===== src/rtl/sram_master_ctrl.sv =====
// -----------------------------------------------------------------------------
// sram_master_ctrl
//   Initiator-side controller for a single-port synchronous SRAM with
//   CS/WE/RD strobes. It turns host burst requests into one strobe per beat,
//   streams write beats in, and returns read beats with a last marker and a
//   completion pulse.
//
// Ports
//   Clk, Rst_n         clock (posedge) and asynchronous active-low reset
//   req_valid/ready    burst request handshake; req_we, req_addr, req_len
//                      (beats minus one) qualify the request
//   wdata_valid/ready  write beat handshake, wdata is the beat payload
//   rdata_valid        single-cycle read beat pulse (no backpressure),
//                      rdata payload, rdata_last marks the final beat
//   done               one-cycle pulse when a burst completes
//   sram_cs/we/rd      registered SRAM strobes, sram_addr/sram_din registered
//   sram_dout          SRAM registered read data
//
// Handshake semantics: a transfer happens on a rising Clk edge where both
// valid and ready are 1. Ready never depends on the same-cycle valid. The
// host holds valid and its payload stable until the transfer occurs.
// rdata_valid is a pure pulse: the host must take the beat in that cycle.
// -----------------------------------------------------------------------------
module sram_master_ctrl #(
  parameter int ADR  = 8,
  parameter int DATA = 8
) (
  input  logic            Clk,
  input  logic            Rst_n,
  input  logic            req_valid,
  output logic            req_ready,
  input  logic            req_we,
  input  logic [ADR-1:0]  req_addr,
  input  logic [ADR-1:0]  req_len,
  input  logic            wdata_valid,
  output logic            wdata_ready,
  input  logic [DATA-1:0] wdata,
  output logic            rdata_valid,
  output logic [DATA-1:0] rdata,
  output logic            rdata_last,
  output logic            done,
  output logic            sram_cs,
  output logic            sram_we,
  output logic            sram_rd,
  output logic [ADR-1:0]  sram_addr,
  output logic [DATA-1:0] sram_din,
  input  logic [DATA-1:0] sram_dout
);

  localparam logic [1:0] IDLE  = 2'd0;
  localparam logic [1:0] WRITE = 2'd1;
  localparam logic [1:0] READ  = 2'd2;
  localparam logic [1:0] DRAIN = 2'd3;

  logic [1:0]     state;
  logic [ADR-1:0] cur_addr;
  logic [ADR-1:0] count;
  // Set on the first clock after reset release so req_ready stays low while
  // the block is held in reset.
  logic           active;

  // Read tracking: stage 0 is aligned with the rd strobe on the SRAM pins,
  // stage 1 with sram_dout carrying that beat's data.
  logic p0_v, p0_l;
  logic p1_v, p1_l;

  logic wr_fire;
  logic last_beat;

  // No new request in the done cycle, which gives the one-cycle gap between
  // back-to-back bursts.
  assign req_ready   = active && (state == IDLE) && !done;
  assign wdata_ready = (state == WRITE);
  assign wr_fire     = wdata_ready && wdata_valid;
  assign last_beat   = (count == '0);

  always_ff @(posedge Clk or negedge Rst_n) begin
    if (!Rst_n) begin
      state       <= IDLE;
      cur_addr    <= '0;
      count       <= '0;
      active      <= 1'b0;
      p0_v        <= 1'b0;
      p0_l        <= 1'b0;
      p1_v        <= 1'b0;
      p1_l        <= 1'b0;
      rdata_valid <= 1'b0;
      rdata       <= '0;
      rdata_last  <= 1'b0;
      done        <= 1'b0;
      sram_cs     <= 1'b0;
      sram_we     <= 1'b0;
      sram_rd     <= 1'b0;
      sram_addr   <= '0;
      sram_din    <= '0;
    end else begin
      active  <= 1'b1;
      // Strobes default low; address/data hold their last value.
      sram_cs <= 1'b0;
      sram_we <= 1'b0;
      sram_rd <= 1'b0;
      p0_v    <= 1'b0;
      p0_l    <= 1'b0;

      // Beat presented on the pins in t reaches sram_dout in t+1 and is
      // registered here for the host in t+2.
      p1_v        <= p0_v;
      p1_l        <= p0_l;
      rdata_valid <= p1_v;
      rdata_last  <= p1_v && p1_l;
      if (p1_v) rdata <= sram_dout;

      done <= (wr_fire && last_beat) || (p1_v && p1_l);

      case (state)
        IDLE: begin
          if (req_valid && req_ready) begin
            cur_addr <= req_addr;
            count    <= req_len;
            state    <= req_we ? WRITE : READ;
          end
        end
        WRITE: begin
          // Cycles without wdata_valid leave cs low (bubble).
          if (wr_fire) begin
            sram_cs   <= 1'b1;
            sram_we   <= 1'b1;
            sram_addr <= cur_addr;
            sram_din  <= wdata;
            cur_addr  <= cur_addr + ADR'(1);
            count     <= count - ADR'(1);
            if (last_beat) state <= IDLE;
          end
        end
        READ: begin
          sram_cs   <= 1'b1;
          sram_rd   <= 1'b1;
          sram_addr <= cur_addr;
          p0_v      <= 1'b1;
          p0_l      <= last_beat;
          cur_addr  <= cur_addr + ADR'(1);
          count     <= count - ADR'(1);
          if (last_beat) state <= DRAIN;
        end
        DRAIN: begin
          // Final beat leaving stage 1 empties the pipeline.
          if (p1_v && p1_l) state <= IDLE;
        end
        default: state <= IDLE;
      endcase
    end
  end

endmodule


===== config.mk =====
export PLATFORM = sky130hd
export DESIGN_NAME = sram_master_ctrl
export DESIGN_NICKNAME = d
export VERILOG_FILES = /design/src/rtl/sram_master_ctrl.sv
export SDC_FILE = /design/constraint.sdc
export NUM_CORES = 1
export LEC_CHECK = 0
export BUFFER_PORTS_ARGS = -buffer_cell sky130_fd_sc_hd__buf_2
export CAP_MARGIN = 20
export CORE_MARGIN = 5
export CORE_UTILIZATION = 38
export DETAILED_ROUTE_END_ITERATION = 8
export GPL_TIMING_DRIVEN = 0
export HOLD_SLACK_MARGIN = 0.06
export MAX_ROUTING_LAYER = met4
export PLACE_DENSITY_LB_ADDON = 0.2
export SYNTH_ARGS = -nofsm -noshare
export SYNTH_HDL_FRONTEND = slang
export SYNTH_SLANG_ARGS = --single-unit
export TNS_END_PERCENT = 1

===== constraint.sdc =====
create_clock -name Clk -period 3.3 [get_ports Clk]
set_input_delay 0.33 -clock Clk [delete_from_list [all_inputs] [get_ports Clk]]
set_output_delay 0.33 -clock Clk [all_outputs]
set_load 0.01 [all_outputs]

=== Yosys cells after proc, flatten, opt, wreduce, memory -nomap -nowiden ===
Index checks and enable logic that the tools add are counted.

* Register bits after elaboration: 52
* Output and inout port bits: 32
* Logic and storage cells: 62

* $add $sub $neg: 2
* Equality and inequality tests: 8
* Multiplexer cells: 20
* Reductions and logical operators: 16

{| class="wikitable"
|+ Operator list
! operator !! count
|-
| $pmux 8 s3 || 2
|-
| $mux 8 || 5
|-
| $pmux 8 s2 || 1
|-
| $mux 2 || 6
|-
| $add 8x1->8 const B || 1
|-
| $logic_not 8->1 || 1
|-
| $pmux 2 s4 || 1
|-
| $sub 8x1->8 const B || 1
|-
| $logic_and 1x1->1 || 6
|-
| $ne 2x1->1 const B || 3
|-
| $reduce_and 5->1 || 1
|-
| $eq 2x2->1 const B || 2
|-
| $mux 1 || 4
|-
| $ne 2x2->1 const B || 2
|-
| $reduce_and 2->1 || 2
|-
| $reduce_and 3->1 || 1
|-
| $reduce_bool 3->1 || 1
|-
| $eq 2x1->1 const B || 1
|-
| $logic_not 2->1 || 1
|-
| $pmux 1 s2 || 1
|-
| $reduce_bool 2->1 || 1
|-
| $logic_not 1->1 || 1
|-
| $logic_or 1x1->1 || 1
|}

=== Longest topological paths before layout ===
* Depth after elaboration: 6
* Mapped depth: 7
* Mapped depth without buffers: 6

=== Worst setup path before layout ===
No wires, ideal clock.

* Kind: reg-to-reg
* Start point: reg state[1]
* End point: reg cur_addr[7]
* Setup time: 86 ps
* Arrival time: 1574 ps
* Required time: 3214 ps
* Slack: 1640 ps
* Stages on the path, launching flop included: 8
* Buffers on the path: 1
* Period minus slack after synthesis: 1660 ps
* Path through: dfrtp_1 -> inv_1 -> ha_1 -> nor2b_1 -> a211oi_4 -> buf_4 -> o22ai_1 -> nor3_1

* Elaborated cells between the ends (all ways): 12
* Those cells by class: 4 x eq/ne; 1 x mux; 7 x reduce/logical

{| class="wikitable"
|+ RTL lines
! item !! RTL line !! source
|-
| from (decl) || 55 || <nowiki>logic [1:0] state;</nowiki>
|-
| from (signal assigned) || 120 || <nowiki>state <= req_we ? WRITE : READ;</nowiki>
|-
| $eq 2x1->1 * || 73 || <nowiki>assign wdata_ready = (state == WRITE);</nowiki>
|-
| named net wdata_ready || 36 || <nowiki>output logic wdata_ready,</nowiki>
|-
| $logic_and 1x1->1 || 74 || <nowiki>assign wr_fire = wdata_ready && wdata_valid;</nowiki>
|-
| $ne 2x1->1 (no line) || -- ||
|-
| $reduce_and 3->1 (no line) || -- ||
|-
| to (signal assigned) || 118 || <nowiki>cur_addr <= req_addr;</nowiki>
|-
| to (signal assigned) || 130 || <nowiki>cur_addr <= cur_addr + ADR'(1);</nowiki>
|-
| to (signal assigned) || 141 || <nowiki>cur_addr <= cur_addr + ADR'(1);</nowiki>
|-
| to (decl) || 56 || <nowiki>logic [ADR-1:0] cur_addr;</nowiki>
|}

Mark *: on every way through the listed nets, which the timed path passes. The rest lies on a longest branch.
A chain may end at the register's enable or synchronous reset.

=== Final worst setup path ===
* Start point: reg state[0]
* End point: reg cur_addr[5]

* Word-level cells in the longest chain between the ends: 6
* Elaborated cells between the ends (all ways): 12
* Those cells by class: 4 x eq/ne; 1 x mux; 7 x reduce/logical

{| class="wikitable"
|+ Ends and longest elaborated chain
! item !! RTL line !! source
|-
| $logic_not 2->1 || 72, 115 ||
|-
| $logic_and 1x1->1 (2 in series) || 72 || <nowiki>assign req_ready = active && (state == IDLE) && !done;</nowiki>
|-
| $logic_and 1x1->1 || 117 || <nowiki>if (req_valid && req_ready) begin</nowiki>
|-
| $ne 2x1->1 (no line) || -- ||
|-
| $reduce_and 3->1 (no line) || -- ||
|}

Parallel ways exist; a longest one is shown, timed or not.

==> impl_metrics.prom <==
# TYPE chip_impl_metric gauge
chip_impl_metric{name="number_of_enable_flip_flop_cells_after_synthesis",unit=""} 0
chip_impl_info{name="setup_repair_after_global_routing_missed_its_margin",value="no"} 1
chip_impl_metric{name="count_of_cell_types_in_the_netlist",unit=""} 44
chip_impl_metric{name="via_count",unit=""} 1837
chip_impl_metric{name="clock_sink_count",unit=""} 52
chip_impl_metric{name="worst_ep_arrival_time",unit="ps"} 2280
chip_impl_metric{name="cts_hold_buffers",unit=""} 1
chip_impl_metric{name="largest_net_degree_at_the_start_of_global_routing",unit=""} 29
chip_impl_metric{name="design_power_total",unit="mW"} 3.00
chip_impl_metric{name="drt_iter0_markers",unit=""} 35
chip_impl_metric{name="starting_density_of_the_core",unit="%"} 38.4
chip_impl_metric{name="drt-wirelength-per-cell",unit="um"} 14.2
chip_impl_metric{name="drc",unit=""} 0
chip_impl_metric{name="global_placement_routability_congestion",unit=""} 0.832
chip_impl_metric{name="cp.required",unit="ps"} 3490
chip_impl_metric{name="numPortBuffers",unit=""} 68
chip_impl_metric{name="ratio_of_cells_with_drive_above_1_in_the_final_layout",unit="%"} 39.8
chip_impl_info{name="synth_top_flop_cell",value="sky130_fd_sc_hd__dfrtp_1"} 1
chip_impl_metric{name="period_share",unit="%"} 63.1
chip_impl_metric{name="setup_violation_total_in_the_final_timing_report",unit=""} 0
chip_impl_info{name="worstSetupEndpointType",value="flop"} 1
chip_impl_metric{name="final_nets",unit=""} 332
chip_impl_info{name="crit_path_cell_trace",value="inv_1, ha_1, clkbuf_1, inv_2, o2111ai_1, o221a_2"} 1
chip_impl_metric{name="power.net_switching",unit="mW"} 1.23
chip_impl_metric{name="first_pass_iters",unit=""} 4
chip_impl_info{name="min-delay-path-class",value="in2reg"} 1
chip_impl_metric{name="numCtsBuffers",unit=""} 5
chip_impl_metric{name="number_of_max_cap_violations",unit=""} 0
chip_impl_metric{name="number_of_nets_still_failing_antenna_checks_after_routing",unit=""} 0
chip_impl_metric{name="power.share.switching",unit="%"} 41.2
chip_impl_metric{name="synth_async_sr_flop_share",unit="%"} 100
chip_impl_metric{name="num_antenna_cells",unit=""} 0
chip_impl_metric{name="dieWidth",unit="um"} 89.7
chip_impl_info{name="ctsRootBufferMaster",value="sky130_fd_sc_hd__clkbuf_8"} 1
chip_impl_metric{name="relSlewSlack",unit="%"} 53.1
chip_impl_metric{name="die_y",unit="um"} 89.7
chip_impl_metric{name="post_drt_via_cell_ratio",unit=""} 5.02
chip_impl_metric{name="place.detailed.instances",unit=""} 357
chip_impl_metric{name="power_per_cell_area",unit="nW/um^2"} 1010
chip_impl_metric{name="setup_slack",unit="ps"} 1220
chip_impl_metric{name="postLayoutCoreUtil",unit="%"} 47.3
chip_impl_metric{name="clockPowerShare",unit="%"} 11.9
chip_impl_metric{name="timing_worst_slew_pin_value",unit="ps"} 703
chip_impl_metric{name="grt-ovfl-total",unit=""} 0
chip_impl_metric{name="grt_util_all_layers",unit="%"} 14.2
chip_impl_metric{name="design_area",unit="um^2"} 2970
chip_impl_metric{name="vdd_ir_drop_max",unit="mV"} 0.508
chip_impl_metric{name="detailed_placer_s_ending_hpwl",unit="mm"} 4.05
chip_impl_metric{name="power.internal",unit="mW"} 1.76
chip_impl_metric{name="maxClockFrequency",unit="GHz"} 0.480
chip_impl_metric{name="yosys_warnings",unit=""} 0
chip_impl_metric{name="syn-mean-instance-area",unit="um^2"} 11.4
chip_impl_metric{name="instances_no_fill",unit=""} 366
chip_impl_metric{name="wire_length_of_the_first_global_routing_pass",unit="mm"} 8.65
chip_impl_metric{name="placedInstanceArea",unit="um^2"} 2870
chip_impl_info{name="tritoncts",value="built"} 1
chip_impl_metric{name="timing_hold_violations_final",unit=""} 0
chip_impl_metric{name="leakage",unit="nW"} 1.41
chip_impl_metric{name="final_max_slew_viol_count",unit=""} 0
chip_impl_metric{name="floorplan.rows",unit=""} 29
chip_impl_metric{name="syn-num-nets",unit=""} 255
chip_impl_metric{name="finClkSkew",unit="ps"} 3.72
chip_impl_metric{name="period_minus_slack",unit="ps"} 2080
chip_impl_metric{name="slowest_delay",unit="ps"} 400
chip_impl_metric{name="power.share.sequential",unit="%"} 38.1
chip_impl_metric{name="syn2layout_area_growth",unit="%"} 23.0
chip_impl_info{name="outcome",value="finished clean"} 1
chip_impl_info{name="setup.worst_path.start_class",value="flop"} 1
chip_impl_metric{name="totalNegativeSetupSlack",unit="ps"} 0
chip_impl_metric{name="grt_antenna_before_repair",unit=""} 0
chip_impl_metric{name="postCtsSetupBuffers",unit=""} 0
chip_impl_metric{name="number_of_h_tree_branching_levels",unit=""} 2
chip_impl_metric{name="yosys_register_bits",unit=""} 52
chip_impl_metric{name="clock_latency",unit="ps"} 300
chip_impl_metric{name="postRouteWirelength",unit="mm"} 5.19
chip_impl_metric{name="design.die.area",unit="um^2"} 8040
chip_impl_metric{name="fin_worst_hold_slack",unit="ps"} 245
chip_impl_info{name="setup.worst_path.class",value="reg2reg"} 1
chip_impl_metric{name="design.core.area",unit="um^2"} 6280
chip_impl_info{name="slowest_cell_on_the_critical_path",value="sky130_fd_sc_hd__dfrtp_1"} 1
chip_impl_metric{name="worst_case_clock_buffer_depth",unit=""} 2
chip_impl_metric{name="syn-cell-area",unit="um^2"} 2410
chip_impl_metric{name="vias_in_the_first_global_route",unit=""} 1842
chip_impl_metric{name="synth_seq_area_share",unit="%"} 54.0
chip_impl_metric{name="place_ws",unit="ps"} 1210
chip_impl_metric{name="worst_setup_hold_path_clk_slew",unit="ps"} 90
chip_impl_metric{name="pwr-share-comb",unit="%"} 50.0
chip_impl_metric{name="cts-resized-gates",unit=""} 0
chip_impl_metric{name="crit_fanout",unit=""} 10
chip_impl_metric{name="synth_cells",unit=""} 211
chip_impl_metric{name="design.portCount",unit=""} 69
## per-layer routing
layer	vias up	GRT usage, %	part of all wire, %	routed length (um)
li1	915	-	-	-
met4	0	2.71	0.23	12
met5	-	-	0	0
met2	56	22.5	44	2300
met1	864	18.9	48	2480
met3	2	3.10	7.5	388
## cell usage in the layout, fill, tap and decap left out, drive strengths merged, types with 2 or more instances in the layout
| cell | instances |
|---|---|
| a211oi | 3 |
| ha | 7 |
| and4 | 4 |
| nand3 | 6 |
| nand4 | 3 |
| nand2b | 4 |
| nor4 | 4 |
| o21ai | 12 |
| nor3b | 2 |
| mux2 | 24 |
| inv | 12 |
| clkbuf | 10 |
| nand2 | 15 |
| dfrtp | 52 |
| and2 | 2 |
| nor3 | 10 |
| o22ai | 6 |
| buf | 73 |
| nor2 | 7 |
| a21oi | 8 |
| a211o | 3 |
| mux2i | 3 |
| o211ai | 2 |
## state kept, by name, summed over array words and instances (netlist names)
signal / flops
sram_we: 1
sram_din: 8
done: 1
sram_addr: 8
p0_v: 1
state: 2
sram_cs: 1
cur_addr: 8
count: 8
rdata: 8
p1_l: 1
rdata_valid: 1
active: 1
rdata_last: 1
p0_l: 1
p1_v: 1
## final timing paths
check	start	depth (start not counted)	slack (ps)	end
min in group asynchronous	Rst_n	2	580	sram_din[6]
max in group asynchronous	Rst_n	3	2170	count[0]
setup reg to reg	state[0]	6	1220	cur_addr[5]
hold reg to reg	p0_l	0	370	p1_l
setup / recovery	state[0]	6	1220	cur_addr[5]
hold / removal	req_len[4]	2	240	count[4]
## cells in the mapped netlist (2+ instances only)
cell,number,area share [%]
sky130_fd_sc_hd__and4_1,4,1.5
sky130_fd_sc_hd__nor2_1,7,1.1
sky130_fd_sc_hd__nand4_1,3,0.78
sky130_fd_sc_hd__o22ai_1,6,1.6
sky130_fd_sc_hd__ha_1,7,3.6
sky130_fd_sc_hd__inv_1,11,1.7
sky130_fd_sc_hd__a211oi_1,2,0.62
sky130_fd_sc_hd__nand3_1,6,1.2
sky130_fd_sc_hd__a211o_1,3,1.1
sky130_fd_sc_hd__dfrtp_1,52,54
sky130_fd_sc_hd__buf_2,3,0.62
sky130_fd_sc_hd__nor4_1,3,0.78
sky130_fd_sc_hd__a21oi_1,7,1.5
sky130_fd_sc_hd__nor3_1,10,2.1
sky130_fd_sc_hd__clkbuf_1,4,0.62
sky130_fd_sc_hd__o21ai_0,12,2.5
sky130_fd_sc_hd__mux2i_1,3,1.2
sky130_fd_sc_hd__nand2b_1,4,1.0
sky130_fd_sc_hd__nor3b_1,2,0.62
sky130_fd_sc_hd__mux2_2,24,11
sky130_fd_sc_hd__nand2_1,15,2.3
## cell type report
class	count	area (um^2)
fillers	641	3310
flip-flops and latches	52	1300
multi-input cells	139	1030
repair buffers	70	370
well taps	77	96.3
clock buffers	6	72.6
inverters	12	45.0
plain buffers	8	37.5
clock inverters	2	16.3
## power groups by stage
| stage | Combinational (mW) | Sequential [mW] | Clock, mW |
|---|---|---|---|
| 3_5_place_dp | 1.53 | 1.16 | 0 |
| 6_report | 1.50 | 1.14 | 0.357 |
| 5_1_grt | 1.70 | 1.18 | 0.396 |
| 4_1_cts | 1.53 | 1.14 | 0.373 |
| 2_1_floorplan | 0.974 | 1.21 | 0 |
| 3_3_place_gp | 1.49 | 1.14 | 0 |
## critical path, delay by kind of cell (launching register included)
family	cells	cell delay [ps]
AO/OA/AOI/OAI	2	770
adder cells (fa/ha/maj)	1	290
buffers and inverters	3	510
flip-flops	1	400
## kinds of logic after synthesis
logic type	after synthesis	synth area share, %
AND/OR/NAND/NOR	63	14.4
flip-flops	52	54.0
AO/OA/AOI/OAI	41	12.0
multiplexers	27	12.5
buffers and inverters	20	3.42
adder cells (fa/ha/maj)	7	3.63
other	1	0.156
No activity file was read; power rests on OpenSTA's default activity.
